==> config.mk <==
export PLATFORM = sky130hd
export DESIGN_NAME = telemetry_framer_flat
export DESIGN_NICKNAME = d
export VERILOG_FILES = /design/src/rtl/telemetry_framer_pkg.sv /design/src/rtl/telemetry_framer_if.sv /design/src/rtl/telemetry_framer.sv /design/src/flat_wrapper.sv
export SDC_FILE = /design/constraint.sdc
export NUM_CORES = 1
export LEC_CHECK = 0
export BUFFER_PORTS_ARGS = -buffer_cell sky130_fd_sc_hd__clkbuf_2
export CORE_UTILIZATION = 45
export DETAILED_ROUTE_END_ITERATION = 10
export GPL_TIMING_DRIVEN = 0
export PLACE_DENSITY = 0.73
export REMOVE_ABC_BUFFERS = 1
export SYNTH_ARGS = -nofsm -noshare
export SYNTH_HDL_FRONTEND = slang
export SYNTH_SLANG_ARGS = --single-unit
export TNS_END_PERCENT = 1
==> constraint.sdc <==
create_clock -name clk -period 1.9 [get_ports clk]
set_input_delay 0.095 -clock clk [delete_from_list [all_inputs] [get_ports clk]]
set_output_delay 0.095 -clock clk [all_outputs]
set_load 0.05 [all_outputs]
==> src/rtl/telemetry_framer_pkg.sv <==
// -----------------------------------------------------------------------------
// telemetry_framer_pkg
// Shared definitions for the telemetry framer: FSM state enumeration, the
// number of non-payload bytes in a frame and the default frame start byte.
// -----------------------------------------------------------------------------
package telemetry_framer_pkg;

  typedef enum int unsigned {
    ST_IDLE = 0,
    ST_SYNC = 1,
    ST_LEN  = 2,
    ST_LOAD = 3,
    ST_PAY  = 4,
    ST_CHK  = 5,
    ST_DONE = 6
  } state_t;

  // SYNC + LEN + CHK
  localparam int FRAME_OVERHEAD = 3;

  localparam logic [7:0] DEFAULT_SYNC = 8'hA5;

endpackage

==> src/rtl/telemetry_framer_if.sv <==
// -----------------------------------------------------------------------------
// telemetry_framer_if
// Groups the framer's handshake and FIFO-side signals.
//   start      : begin one frame (host -> framer)
//   word_data  : 32-bit payload word (host -> framer)
//   word_valid : word_data valid (host -> framer)
//   word_ready : framer accepts word this cycle (framer -> host)
//   tx_count   : TX FIFO byte count, only [7:0] meaningful (FIFO -> framer)
//   tx_wd      : FIFO write data {24'h0, byte} (framer -> FIFO)
//   tx_we      : FIFO write strobe (framer -> FIFO)
//   busy       : frame in progress (framer -> host)
//   done       : one-cycle pulse after the checksum byte (framer -> host)
// master = host/FIFO side, slave = framer side.
// -----------------------------------------------------------------------------
interface telemetry_framer_if;
  logic        start;
  logic [31:0] word_data;
  logic        word_valid;
  logic        word_ready;
  logic [31:0] tx_count;
  logic [31:0] tx_wd;
  logic        tx_we;
  logic        busy;
  logic        done;

  modport master (
    output start, word_data, word_valid, tx_count,
    input  word_ready, tx_wd, tx_we, busy, done
  );

  modport slave (
    input  start, word_data, word_valid, tx_count,
    output word_ready, tx_wd, tx_we, busy, done
  );
endinterface

==> src/rtl/telemetry_framer.sv <==
// -----------------------------------------------------------------------------
// telemetry_framer
// Collects NWORDS 32-bit words over a valid/ready handshake and writes a
// byte-serial frame into the TX FIFO: SYNC, LEN (=4*NWORDS), payload bytes
// (least significant byte of each word first), CHK (8-bit sum of LEN and all
// payload bytes). Writes are throttled by the FIFO byte count so the FIFO
// never overflows.
// Ports:
//   clk : system clock, rising edge
//   rst : asynchronous active-high reset
//   bus : telemetry_framer_if.slave (handshake, FIFO write port, status)
// -----------------------------------------------------------------------------
module telemetry_framer
  import telemetry_framer_pkg::*;
#(
  parameter int         NWORDS = 4,
  parameter logic [7:0] SYNC   = DEFAULT_SYNC,
  parameter int         TX_CAP = 31
) (
  input  logic               clk,
  input  logic               rst,
  telemetry_framer_if.slave  bus
);

  localparam logic [7:0] LEN_BYTE  = 8'(4 * NWORDS);
  localparam logic [7:0] CAP_BYTE  = 8'(TX_CAP);
  localparam logic [5:0] LAST_WORD = 6'(NWORDS - 1);

  state_t      state, state_n;
  logic [7:0]  chk, chk_n;
  logic [5:0]  word_idx, word_idx_n;
  logic [1:0]  byte_idx, byte_idx_n;
  logic [31:0] shift, shift_n;

  logic        space;
  logic        tx_we_c;
  logic [7:0]  tx_byte;
  logic        word_ready_c;

  // Only the low byte of the FIFO count carries information.
  logic        unused_count_hi;
  assign unused_count_hi = ^bus.tx_count[31:8];

  // The FIFO count updates on the same edge as our write, so comparing the
  // current count against capacity is enough to allow back-to-back writes.
  assign space = (bus.tx_count[7:0] < CAP_BYTE);

  always_ff @(posedge clk or posedge rst) begin
    if (rst) begin
      state    <= ST_IDLE;
      chk      <= '0;
      word_idx <= '0;
      byte_idx <= '0;
      shift    <= '0;
    end else begin
      state    <= state_n;
      chk      <= chk_n;
      word_idx <= word_idx_n;
      byte_idx <= byte_idx_n;
      shift    <= shift_n;
    end
  end

  // Emit states hold their byte on tx_wd and only advance on a cycle where
  // the write actually happens, so a full FIFO simply freezes the frame.
  always_comb begin
    state_n      = state;
    chk_n        = chk;
    word_idx_n   = word_idx;
    byte_idx_n   = byte_idx;
    shift_n      = shift;
    word_ready_c = 1'b0;
    tx_we_c      = 1'b0;
    tx_byte      = 8'h00;

    case (state)
      ST_IDLE: begin
        if (bus.start) begin
          state_n    = ST_SYNC;
          chk_n      = '0;
          word_idx_n = '0;
        end
      end
      ST_SYNC: begin
        tx_byte = SYNC;
        tx_we_c = space;
        if (space) state_n = ST_LEN;
      end
      ST_LEN: begin
        tx_byte = LEN_BYTE;
        tx_we_c = space;
        if (space) begin
          chk_n   = LEN_BYTE;
          state_n = ST_LOAD;
        end
      end
      ST_LOAD: begin
        word_ready_c = 1'b1;
        if (bus.word_valid) begin
          shift_n    = bus.word_data;
          byte_idx_n = '0;
          state_n    = ST_PAY;
        end
      end
      ST_PAY: begin
        tx_byte = shift[7:0];
        tx_we_c = space;
        if (space) begin
          chk_n      = chk + shift[7:0];
          shift_n    = {8'h00, shift[31:8]};
          byte_idx_n = byte_idx + 2'd1;
          if (byte_idx == 2'd3) begin
            if (word_idx == LAST_WORD) begin
              state_n = ST_CHK;
            end else begin
              word_idx_n = word_idx + 6'd1;
              state_n    = ST_LOAD;
            end
          end
        end
      end
      ST_CHK: begin
        tx_byte = chk;
        tx_we_c = space;
        if (space) state_n = ST_DONE;
      end
      ST_DONE: begin
        state_n = ST_IDLE;
      end
      default: begin
        state_n = ST_IDLE;
      end
    endcase
  end

  assign bus.word_ready = word_ready_c;
  assign bus.tx_we      = tx_we_c;
  assign bus.tx_wd      = {24'h000000, tx_byte};
  assign bus.busy       = (state != ST_IDLE);
  assign bus.done       = (state == ST_DONE);

endmodule
==> src/flat_wrapper.sv <==
// flat-port wrapper written by rule: the top's interface ports become plain ports
module telemetry_framer_flat import telemetry_framer_pkg::*;
#(
  parameter int         NWORDS = 4,
  parameter logic [7:0] SYNC   = DEFAULT_SYNC,
  parameter int         TX_CAP = 31
)
  (clk, rst, bus_start, bus_word_data, bus_word_valid, bus_tx_count, bus_word_ready, bus_tx_wd, bus_tx_we, bus_busy, bus_done);
  telemetry_framer_if bus_i ();
  input  logic clk;
  input  logic rst;
  input wire logic [$bits(bus_i.start)-1:0] bus_start;
  input wire logic [$bits(bus_i.word_data)-1:0] bus_word_data;
  input wire logic [$bits(bus_i.word_valid)-1:0] bus_word_valid;
  input wire logic [$bits(bus_i.tx_count)-1:0] bus_tx_count;
  output wire logic [$bits(bus_i.word_ready)-1:0] bus_word_ready;
  output wire logic [$bits(bus_i.tx_wd)-1:0] bus_tx_wd;
  output wire logic [$bits(bus_i.tx_we)-1:0] bus_tx_we;
  output wire logic [$bits(bus_i.busy)-1:0] bus_busy;
  output wire logic [$bits(bus_i.done)-1:0] bus_done;
  assign bus_i.start = bus_start;
  assign bus_i.word_data = bus_word_data;
  assign bus_i.word_valid = bus_word_valid;
  assign bus_i.tx_count = bus_tx_count;
  assign bus_word_ready = bus_i.word_ready;
  assign bus_tx_wd = bus_i.tx_wd;
  assign bus_tx_we = bus_i.tx_we;
  assign bus_busy = bus_i.busy;
  assign bus_done = bus_i.done;
  telemetry_framer #(.NWORDS(NWORDS), .SYNC(SYNC), .TX_CAP(TX_CAP)) u_core (.clk(clk), .rst(rst), .bus(bus_i));
endmodule
==> flow_metrics.tcl <==
set metrics [dict create \
    cp_slowest_cell "dfrtp_1" \
    place.gp.congestion 0.7763 \
    netlist_instances 307 \
    synth_area_leader_cell "dfrtp_1" \
    antenna_found_initial 0 \
    grt_max_degree 55 \
    synth_xor_area_share_pct 1.788 \
    n_antenna_cell 0 \
    grt_pass1_wl_microns 10570 \
    clock.fmax_mhz 507.6 \
    postLayoutCoreUtil_pct 56.24 \
    yosys.area_share.simple_pct 11.20 \
    grt_overflow 0 \
    crit_required_ps 2090 \
    period_needed_ps 1970 \
    nFillCells 568 \
    vias_per_cell 5.302 \
    cts_buffers 5 \
    cap_violations 0 \
    placement.io_buffers 55 \
    synth_compound_gate_area_share_pct 19.20 \
    grt_pass1_vias 2288 \
    ys.flop_type "dfrtp_1" \
    fin_skew_ps 7.904 \
    cp_max_fo 2 \
    syn_area_sq_um 2939 \
    die-width_microns 82.82 \
    yosysSeqAreaShare_pct 43.42 \
    synthAdderAreaFrac_pct 4.513 \
    critPathBufInv 0 \
    cp-start-kind "flip-flop" \
    fin_nets 450 \
    end_kind "flip-flop" \
    clockBufferDepth 2 \
    setup_tns_ps -787.5 \
    status "complete, but fails checks" \
    htreeDepth 2 \
    ys_ff_latch 51 \
    slew_violations 0 \
    layout-drive-gt1-share_pct 28.42 \
    synth.area.top_cells "dfrtp_1 (43%), mux2i_1 (9.5%), o21ai_0 (6.8%)" \
    tritoncts "yes" \
    ant_nets 0 \
    clk_pin_slew_worst_paths_ps 90 \
    syn_to_final_growth_pct 20.82 \
    hpwl_microns 4209 \
    multiInputGateArea_sq_um 1575 \
    wl_per_cell_microns 13.79 \
    fin_ws_ps -69.92 \
    vdd_ir_drop_max_mv 0.6677 \
    synth.yosys.warnings 0 \
    core-area_sq_um 6314 \
    via_count 2386 \
    crit_chain "ha_4 > fa_2 > a21o_1 > o21ba_4 > o21a_1 > nor2_2 > xnor2_1 > a22o_1" \
    p_leak_nw 1.894 \
    synth_edf_count 0 \
    setup_violations 25 \
    ios 104 \
    initial_utilization_pct 46.55 \
    die-area_sq_um 6858 \
    cts_sinks 51 \
    firstDrtPassIters 7 \
    die_h_microns 82.82 \
    avgSynthCellArea_sq_um 9.574 \
    cts-root-buf "clkbuf_8" \
    power_density_nw_per_um2 1382 \
    crit_arrival_ps 2160 \
    path_delay_family "compound AO/OA/AOI/OAI gates" \
    synth_top_family_by_area "compound AO/OA/AOI/OAI gates" \
    synth_cell_types 42 \
    crit_type "reg -> reg" \
    clock_latency_ps 300 \
    synthArstFlopShare_pct 100.0 \
    ys_top_cells_by_count "dfrtp_1 (51), nand2_1 (43), o21ai_0 (40)" \
    rows 29 \
    grt_usage_pct 18.81 \
    rsz0062_at_grt "true" \
    violations "design-rule violations, negative setup slack" \
    yosys.area.top_type_share_pct 43.42 \
    fin_crit_sh_pct 103.7 \
    drt_iter0_markers 120 \
    drc_errors 2 \
    drt_wl_total_microns 6207 \
    synth.most_common_cell "dfrtp_1" \
    min_path_type "in -> reg" \
    synth_mux_area_share_pct 10.69 \
    seq_area_sq_um 1282 \
    max_stage_delay_ps 420 \
    hold_viol 0 \
]
==> sequential cells by signal (all words and copies together), names as in the netlist <==
register	count
u_core.shift	32
u_core.chk	8
u_core.word_idx	6
u_core.state	3
u_core.byte_idx	2
==> power by group <==
part / total, W / internal (W) / switching (W)
Clock: 0.000681 / 0.000333 / 0.000348
Sequential: 0.00172 / 0.00146 / 0.000261
Combinational: 0.00251 / 0.000986 / 0.00152
Total: 0.00491 / 0.00278 / 0.00213
==> worst register-to-register path, cell delays in order (launching register included) <==
cell	delay, ps
dfrtp_1	420
ha_4	180
fa_2	360
a21o_1	180
o21ba_4	200
o21a_1	170
nor2_2	90
xnor2_1	70
a22o_1	180
==> per-stage QoR <==
step                instance area, sq um  setup WS [ps]  total power [W]  hold slack, ps  cells
floorplan                           2774          -1982         0.003319           234.9    290
global placement                    3146          -3356         0.003749           320.7    422
detailed placement                  3213         -883.5         0.003861           111.8    425
CTS                                 3511         -94.20         0.004855           11.31    449
global route                        3551         -139.6         0.005222           14.17    450
finish                              3551         -69.92         0.004908           14.41    450
==> cells in the final DEF, fill, tap and decap left out, drive strengths merged, types with 10 or more instances in the layout <==
master  instances
buf            21
a21oi          12
nor2           15
mux2i          28
conb           24
dfrtp          51
a22o           10
clkbuf         61
o21ai          42
nand2          43
==> path summary, 6_finish.rpt <==
kind | end | startpoint | cells past startpoint | slack (ps)
min reg2reg | u_core.shift[17] | u_core.shift[17] | 2 | 480
max in group asynchronous | u_core.state[0] | rst | 4 | 1060
max | u_core.chk[6] | u_core.shift[0] | 8 | -70
min | u_core.shift[24] | bus_word_data[24] | 2 | 10
min in group asynchronous | u_core.word_idx[3] | rst | 3 | 320
max reg2reg | u_core.chk[6] | u_core.shift[0] | 8 | -70
==> metal layers <==
layer	share of wire, %	GRT usage [%]	vias up
li1	-	-	1169
met1	45	24.17	1147
met2	48	31.82	62
met3	5.7	4.175	8
met4	1.2	5.486	0
met5	0	0	-
==> kinds of logic after synthesis <==
group                    after synthesis
AND/OR/NAND/NOR                       75
flip-flops                            51
AO/OA/AOI/OAI                         89
other                                  1
adder cells (fa/ha/maj)               10
buffers and inverters                 44
XOR/XNOR                               6
multiplexers                          31
==> cell type report <==
type | count | area share, %
Clock buffer | 8 | 2.819
Multi-Input combinational cell | 235 | 44.36
Timing Repair Buffer | 75 | 13.57
Tap cell | 77 | 2.713
Inverter | 4 | 0.4228
Sequential cell | 51 | 36.12
==> repair_timing <==
action,CTS,global route
buffers inserted,15,1
endpoints found under the setup margin,55,46
endpoints found under the hold margin,19,0
resized for setup,35,13
pin swaps,17,2
hold buffers,1,0
No activity file was read; power rests on OpenSTA's default activity.
